$ cat config.mk
export PLATFORM = sky130hd
export DESIGN_NAME = sa_ram_rwsp_param
export DESIGN_NICKNAME = d
export VERILOG_FILES = /design/src/rtl/sa_ram_rwsp_param.sv
export SDC_FILE = /design/constraint.sdc
export NUM_CORES = 1
export LEC_CHECK = 0
export CAP_MARGIN = 0
export CORE_ASPECT_RATIO = 1.25
export CORE_MARGIN = 3
export CORE_UTILIZATION = 45
export DETAILED_ROUTE_END_ITERATION = 10
export HOLD_SLACK_MARGIN = 0.08
export PLACE_DENSITY_LB_ADDON = 0.12
export SLEW_MARGIN = 30
export SYNTH_ARGS = -nofsm -noshare
export SYNTH_HDL_FRONTEND = slang
export SYNTH_SLANG_ARGS = --single-unit
$ cat constraint.sdc
create_clock -name clk -period 3.25 [get_ports clk]
set_clock_uncertainty 0.05 [all_clocks]
set_input_delay 0.4875 -clock clk [delete_from_list [all_inputs] [get_ports clk]]
set_output_delay 0.4875 -clock clk [all_outputs]
set_load 0.01 [all_outputs]
$ cat src/rtl/sa_ram_rwsp_param.sv
// Parametrised 1R1W RAM for the systolic-array buffers: registered read address and
// registered output, reset-driven clear sweep, optional write-first bypass, output-valid flag.
module sa_ram_rwsp_param #(
   parameter int               WIDTH          = 6,
   parameter int               DEPTH          = 128,
   parameter int               AW             = 7,
   parameter int               CLEAR_ON_RESET = 1,
   parameter logic [WIDTH-1:0] INIT_VAL       = '0,
   parameter int               BYPASS         = 0
) (
   input  logic             clk,
   input  logic             rst,
   input  logic [AW-1:0]    ra,
   input  logic             re,
   input  logic             ore,
   output logic [WIDTH-1:0] dout,
   output logic             dout_vld,
   input  logic [AW-1:0]    wa,
   input  logic             we,
   input  logic [WIDTH-1:0] di,
   output logic             init_done,
   input  logic [31:0]      pwrbus_ram_pd
);

   typedef enum logic {ST_INIT, ST_READY} state_t;

   localparam logic [AW:0]   DEPTH_EXT = (AW+1)'(DEPTH);
   localparam logic [AW-1:0] LAST_ADDR = AW'(DEPTH - 1);

   logic [WIDTH-1:0] mem [DEPTH];

   state_t           state_reg, state_next;
   logic [AW-1:0]    cnt_reg;
   logic             init_done_reg;
   logic [AW-1:0]    ra_d_reg;
   logic [WIDTH-1:0] dout_reg;
   logic             dout_vld_reg;

   logic             mem_we;
   logic [AW-1:0]    mem_wa;
   logic [WIDTH-1:0] mem_wd;
   logic             wa_in_range;
   logic             ra_d_in_range;
   logic [WIDTH-1:0] rd_word;

   // The power-down bus is carried for interface compatibility only.
   logic unused_pwrbus;
   assign unused_pwrbus = ^pwrbus_ram_pd;

   assign wa_in_range   = ({1'b0, wa} < DEPTH_EXT);
   assign ra_d_in_range = ({1'b0, ra_d_reg} < DEPTH_EXT);

   always_ff @(posedge clk) begin
      if (rst) begin
         state_reg     <= (CLEAR_ON_RESET != 0) ? ST_INIT : ST_READY;
         cnt_reg       <= '0;
         init_done_reg <= 1'b0;
      end else begin
         state_reg     <= state_next;
         if (state_reg == ST_INIT)
            cnt_reg <= cnt_reg + 1'b1;
         init_done_reg <= (state_next == ST_READY);
      end
   end

   always_comb begin
      state_next = state_reg;
      if (state_reg == ST_INIT && cnt_reg == LAST_ADDR)
         state_next = ST_READY;
   end

   // The sweep and the external write share the single array write port.
   always_comb begin
      mem_we = 1'b0;
      mem_wa = wa;
      mem_wd = di;
      case (state_reg)
         ST_INIT: begin
            mem_we = ~rst;
            mem_wa = cnt_reg;
            mem_wd = INIT_VAL;
         end
         default: begin
            mem_we = ~rst & init_done_reg & we & wa_in_range;
         end
      endcase
   end

   always_ff @(posedge clk) begin
      if (mem_we)
         mem[mem_wa] <= mem_wd;
   end

   // Out-of-range addresses read as INIT_VAL even when a write targets the same address.
   always_comb begin
      rd_word = mem[ra_d_reg];
      if (!ra_d_in_range)
         rd_word = INIT_VAL;
      else if (BYPASS != 0 && we && wa == ra_d_reg)
         rd_word = di;
   end

   always_ff @(posedge clk) begin
      if (rst) begin
         ra_d_reg     <= '0;
         dout_reg     <= '0;
         dout_vld_reg <= 1'b0;
      end else if (init_done_reg) begin
         if (re)
            ra_d_reg <= ra;
         if (ore) begin
            dout_reg     <= rd_word;
            dout_vld_reg <= 1'b1;
         end else begin
            dout_vld_reg <= 1'b0;
         end
      end else begin
         dout_vld_reg <= 1'b0;
      end
   end

   assign dout      = dout_reg;
   assign dout_vld  = dout_vld_reg;
   assign init_done = init_done_reg;

endmodule
* Word-level counts from Yosys, hierarchy flattened
Memory sizes are Yosys's and may differ from the RTL's. A register that Yosys moved wholly into a read port is not among the register bits.
Index checks and enable logic that the tools add are counted.
** Word-level totals
- Latch bits :: 0
- Bits of input ports :: 57
- Bits in writable memories :: 768
- Bits in read-only memories :: 0
- Memories kept :: 1
- Flip-flop bits (word level) :: 16
- Logic and storage cells :: 21
- Output and inout port bits :: 8
** Operators by class
- Shift operators :: 0
- Equal/unequal tests :: 1
- Order comparisons :: 0
- Div/mod/pow operators :: 0
- Muxes and demuxes :: 6
- Add/sub/neg operators :: 1
- Reduce and logical (&&, ||, !) cells :: 4
- Bitwise logic cells :: 4
- $mul :: 0
** Memories
- mem :: words 128, width 6, rd ports 1, clocked after Yosys merged registers in 1, wr ports 1, RTL line 30 : logic [WIDTH-1:0] mem [DEPTH];
** Operators by type and width (count)
- $add 7x1->7 const B :: 1
- $eq 7x7->1 const B :: 1
- $mux 7 :: 1
- $mux 6 :: 1
- $mux 1 :: 4
- $reduce_and 2->1 :: 2
- $and 1x1->1 :: 2
- $not 1->1 :: 2
- $reduce_or 2->1 :: 1
- $logic_and 1x1->1 :: 1

* Depth between registers and ports, before layout
- Depth after elaboration :: 6
- Mapped depth :: 11

* Worst setup path before layout
OpenSTA, ideal clock, no wires.
- Path type :: register to register
- From :: register, netlist name init_done
- To :: memory mem[0][0] (data pin)
- Buffers on the path :: 3
- Required time :: 2.666 ns
- Arrival time :: 3.003 ns
- Cell stages (with the launch flop) :: 5
- Setup slack :: -0.336 ns
- Library setup time :: 0.534 ns
- Cell sequence :: dfxtp_1 -> clkbuf_1 -> clkbuf_1 -> clkbuf_1 -> and2_1
** RTL lines (RTL line)
- end: declaration :: 30

==> results.txt <==
The number of instances in the synthesized netlist came out at 1645. The die boundary height is 300.2 µm. The first global-routing pass estimated 111.4 mm of wire.

The total wirelength of the detailed-routed design came out at 75.69 mm. The maximum ir drop on the vdd rail came out at 0.4285 mV. The count of placed standard cells including taps came out at 2749. The average footprint of a synthesized cell came out at 18.95 µm². The net count of the mapped netlist is 1703. Signal routing reaches up to met4. After the last flow step, the layout net total stands at 1969. The final weighted congestion of routability-driven global placement is 0.8254. The residual antenna-violating net count after detailed routing came out at 0. The number of non-filler instances in the completed layout is 2899. The number of flip-flops under the largest register name is 768.

Setup violations remaining at the end of the flow were counted as 0. The number of vias after detailed routing came out at 16280. The number of core rows came out at 107. The x dimension of the die is 241.4 µm. The register area share after synthesis is 75.41%. The area of all placed cells without fillers came out at 0.03675 mm². The final count of pins violating max slew came to 0.

For this run, the leading register cell type out of synthesis is sky130_fd_sc_hd__edfxtp_1. The clock passes through at most 3 buffers. Summing every instance area after synthesis gives 0.03117 mm².

The number of synthesis warnings came out at 0. STA classifies the critical path endpoint as a flop. The unique cell type count in the Yosys netlist is 46. The number of flip-flops and latches in the synthesized netlist is 790.

The min-delay analysis places its worst path in the category reg -> reg. The worst path arrival time came out at 3.46 ns. Using the TritonRoute via totals, the vias-per-cell ratio works out to 5.614. The worst-case hold slack came out at 0.4778 ns. TritonCTS built the clock tree. Summing internal, switching and leakage power gives 20.21 mW. The floorplan step defined a core boundary enclosing 0.06841 mm². The part of the cycle the worst path needs came out at 92.66%.

The highest clock rate is 332.1 MHz. The overall overflow remaining after global route came out at 0. The power per unit of standard cell area came out at 550.0 mW/mm². The number of clock buffers inserted by TritonCTS is 80. The number of endpoints with negative hold slack in the final report is 0. The root buffer cell is sky130_fd_sc_hd__clkbuf_16. For this block, wires on met1 add up to 32.09 mm.

In the routed design, unresolved DRC markers number 0. Along the worst path, the maximum fanout reaches 9. The run finished with clean final reports.

The worst setup path is of the reg -> reg kind. The routed wire length on met2 is 37.53 mm. Of the cells placed in the final design, the portion with a size suffix greater than 1 is 25.29%. The area overhead of the layout relative to synthesis is 17.90%. The placed standard-cell area is 0.03416 mm². The worst max-slew margin expressed relative to the limit came out at 32.87%. Across the run, the number of max-cap violations was 0.

The pre-CTS setup slack is 0.005502 ns. The die area came out at 0.07247 mm². The first-pass detailed-route iteration total came out at 5.

The DRC marker count from the first detailed-route iteration is 1305. The count of port buffers added during placement is 32. The via count of the first global-routing pass came to 16770.

By count the netlist is led by sky130_fd_sc_hd__edfxtp_1 (768), sky130_fd_sc_hd__nor2_1 (171), sky130_fd_sc_hd__mux4_2 (131). Data on the critical path is required at its endpoint by 3.70 ns. In the final routed layout, each cell accounts on average for 26.11 µm.

Of all cell types, the one taking the most synthesized area is sky130_fd_sc_hd__edfxtp_1. Global routing used 21.29% of the available tracks across all layers. In this run the biggest area consumer among cell types represents 73.99% of the synthesized area. 0 antenna diodes ended up in the layout.

The source of the worst register-to-register timing path is ra_d_reg[0]. After clock tree synthesis, the clock-pin slew on the worst setup and hold paths is 0.06 ns. At the pin with the least slew margin, the transition time is 0.9815 ns. The later pin in the worst-skew pair is clocked with a latency of 0.62 ns. The clock period could shrink to 3.011 ns.

The start point of the critical path is ra_d_reg[0]. By area the synthesized netlist is led by sky130_fd_sc_hd__edfxtp_1 (74%), sky130_fd_sc_hd__mux4_2 (9.5%), sky130_fd_sc_hd__mux2i_1 (4.2%). The number of levels the H-tree was split into came out at 3. Entering global routing, the biggest net connects 129 pins. The most numerous cell in the Yosys netlist is sky130_fd_sc_hd__edfxtp_1. The worst hold path begins at cnt_reg[2].

The number of I/O pins came out at 65. The worst path meets setup with 0.2385 ns of slack. Setup repair after global routing left no endpoint under its margin. Summed over all nets, the half-perimeter wirelength after detailed placement is 49.63 mm. The effective utilization at floorplan came out at 45.56%. The sink count of the clock tree is 790. After synthesis, the share of flip-flops with an asynchronous set or reset is 0%.

The number of hold-repair buffers added at the cts stage is 0. Summed over all nets, wire length on met3 after detailed routing comes to 4.154 mm. The leakage power of the design came out at 12.05 nW. The initial antenna violation count is 0. STA classifies the critical path startpoint as a flop.

The count of flip-flops with a built-in enable after synthesis is 768.
-- area by class of cell --
type                       instances  area, µm²
clock buffer                     100       2141
clock inverter                    44      399.1
fill                            5427      31670
inverter                           9      33.78
multi-input combinational        755       7106
sequential                       790      23510
tap                              926       1159
timing repair buffer             275       2395
-- path summary, 6_finish.rpt --
check          endpoint  cells past startpoint  slack (ns)
min reg2reg  cnt_reg[2]                      2        0.48
max reg2reg     dout[4]                      7        0.24
min          cnt_reg[2]                      2        0.48
max             dout[4]                      7        0.24
-- layer usage --
| metal | track usage, % | up-vias |
|---|---|---|
| met3 | 3.771 | 105 |
| met1 | 29.58 | 8533 |
| li1 | - | 7207 |
| met2 | 34.67 | 430 |
| met5 | 0 | - |
| met4 | 6.362 | 0 |
-- kinds of logic (layout without fill, tap and decap cells) --
kind of cell,count (synthesis),after routing,share of synthesized area [%]
flip-flops,790,790,75.41
AND/OR/NAND/NOR,315,315,4.308
multiplexers,268,268,14.23
AO/OA/AOI/OAI,166,166,4.006
buffers and inverters,100,428,1.867
XOR/XNOR,5,5,0.1405
adder cells (fa/ha/maj),1,1,0.04014
-- timing repair --
| item | in CTS | in global routing |
|---|---|---|
| resized for setup | 1 | 1 |
| endpoints found under the setup margin | 1 | 3 |
| endpoints found under the hold margin | 0 | 0 |
| setup buffers | 0 | 6 |
-- where the power goes --
part | leakage (nW) | internal [mW] | switching [mW]
sequential | 7.67 | 11.0 | 0.00729
combinational | 3.14 | 0.0685 | 0.120
clock | 1.24 | 5.23 | 3.77
-- through the flow --
step | TNS, ns | utilization (%)
CTS | 0 | 53.64
detailed placement | 0 | 49.93
global route | 0 | 53.71
finish | 0 | 53.71
global placement | -0.02787 | 49.93
floorplan | 0 | -
-- worst max-delay path: stages, from the launching register on --
cell and delay [ns]:
sky130_fd_sc_hd__dfxtp_4 0.49, sky130_fd_sc_hd__buf_4 0.22, sky130_fd_sc_hd__mux4_1 0.61, sky130_fd_sc_hd__a22o_1 0.29, sky130_fd_sc_hd__a221oi_1 0.37, sky130_fd_sc_hd__a2111oi_0 0.28, sky130_fd_sc_hd__a311o_1 0.43, sky130_fd_sc_hd__o311a_1 0.15
-- cell usage in the layout (no fill, tap or decap), types with 3 or more instances in the layout --
| cell | count |
|---|---|
| sky130_fd_sc_hd__xnor2_1 | 4 |
| sky130_fd_sc_hd__dfxtp_1 | 18 |
| sky130_fd_sc_hd__nor2b_1 | 11 |
| sky130_fd_sc_hd__mux4_2 | 131 |
| sky130_fd_sc_hd__buf_12 | 20 |
| sky130_fd_sc_hd__a221oi_1 | 20 |
| sky130_fd_sc_hd__o32ai_1 | 7 |
| sky130_fd_sc_hd__clkdlybuf4s50_1 | 32 |
| sky130_fd_sc_hd__o22ai_1 | 12 |
| sky130_fd_sc_hd__a22oi_1 | 47 |
| sky130_fd_sc_hd__o311a_1 | 5 |
| sky130_fd_sc_hd__mux2i_1 | 130 |
| sky130_fd_sc_hd__clkbuf_1 | 17 |
| sky130_fd_sc_hd__nor2_1 | 171 |
| sky130_fd_sc_hd__and2_4 | 6 |
| sky130_fd_sc_hd__a2111oi_0 | 14 |
| sky130_fd_sc_hd__nand2b_1 | 7 |
| sky130_fd_sc_hd__clkinv_2 | 14 |
| sky130_fd_sc_hd__mux4_1 | 7 |
| sky130_fd_sc_hd__clkinv_1 | 16 |
| sky130_fd_sc_hd__nor3b_1 | 3 |
| sky130_fd_sc_hd__bufinv_16 | 7 |
| sky130_fd_sc_hd__edfxtp_1 | 768 |
| sky130_fd_sc_hd__and2_1 | 9 |
| sky130_fd_sc_hd__inv_6 | 3 |
| sky130_fd_sc_hd__a311o_1 | 5 |
| sky130_fd_sc_hd__nand4_1 | 5 |
| sky130_fd_sc_hd__a22o_1 | 9 |
| sky130_fd_sc_hd__o21ai_0 | 14 |
| sky130_fd_sc_hd__a21oi_1 | 20 |
| sky130_fd_sc_hd__clkbuf_16 | 83 |
| sky130_fd_sc_hd__o221ai_1 | 5 |
| sky130_fd_sc_hd__nand3_1 | 21 |
| sky130_fd_sc_hd__nand2_1 | 69 |
| sky130_fd_sc_hd__nor3_1 | 4 |
| sky130_fd_sc_hd__inv_1 | 9 |
| sky130_fd_sc_hd__buf_4 | 223 |
Power figures use the tool's default switching activity.
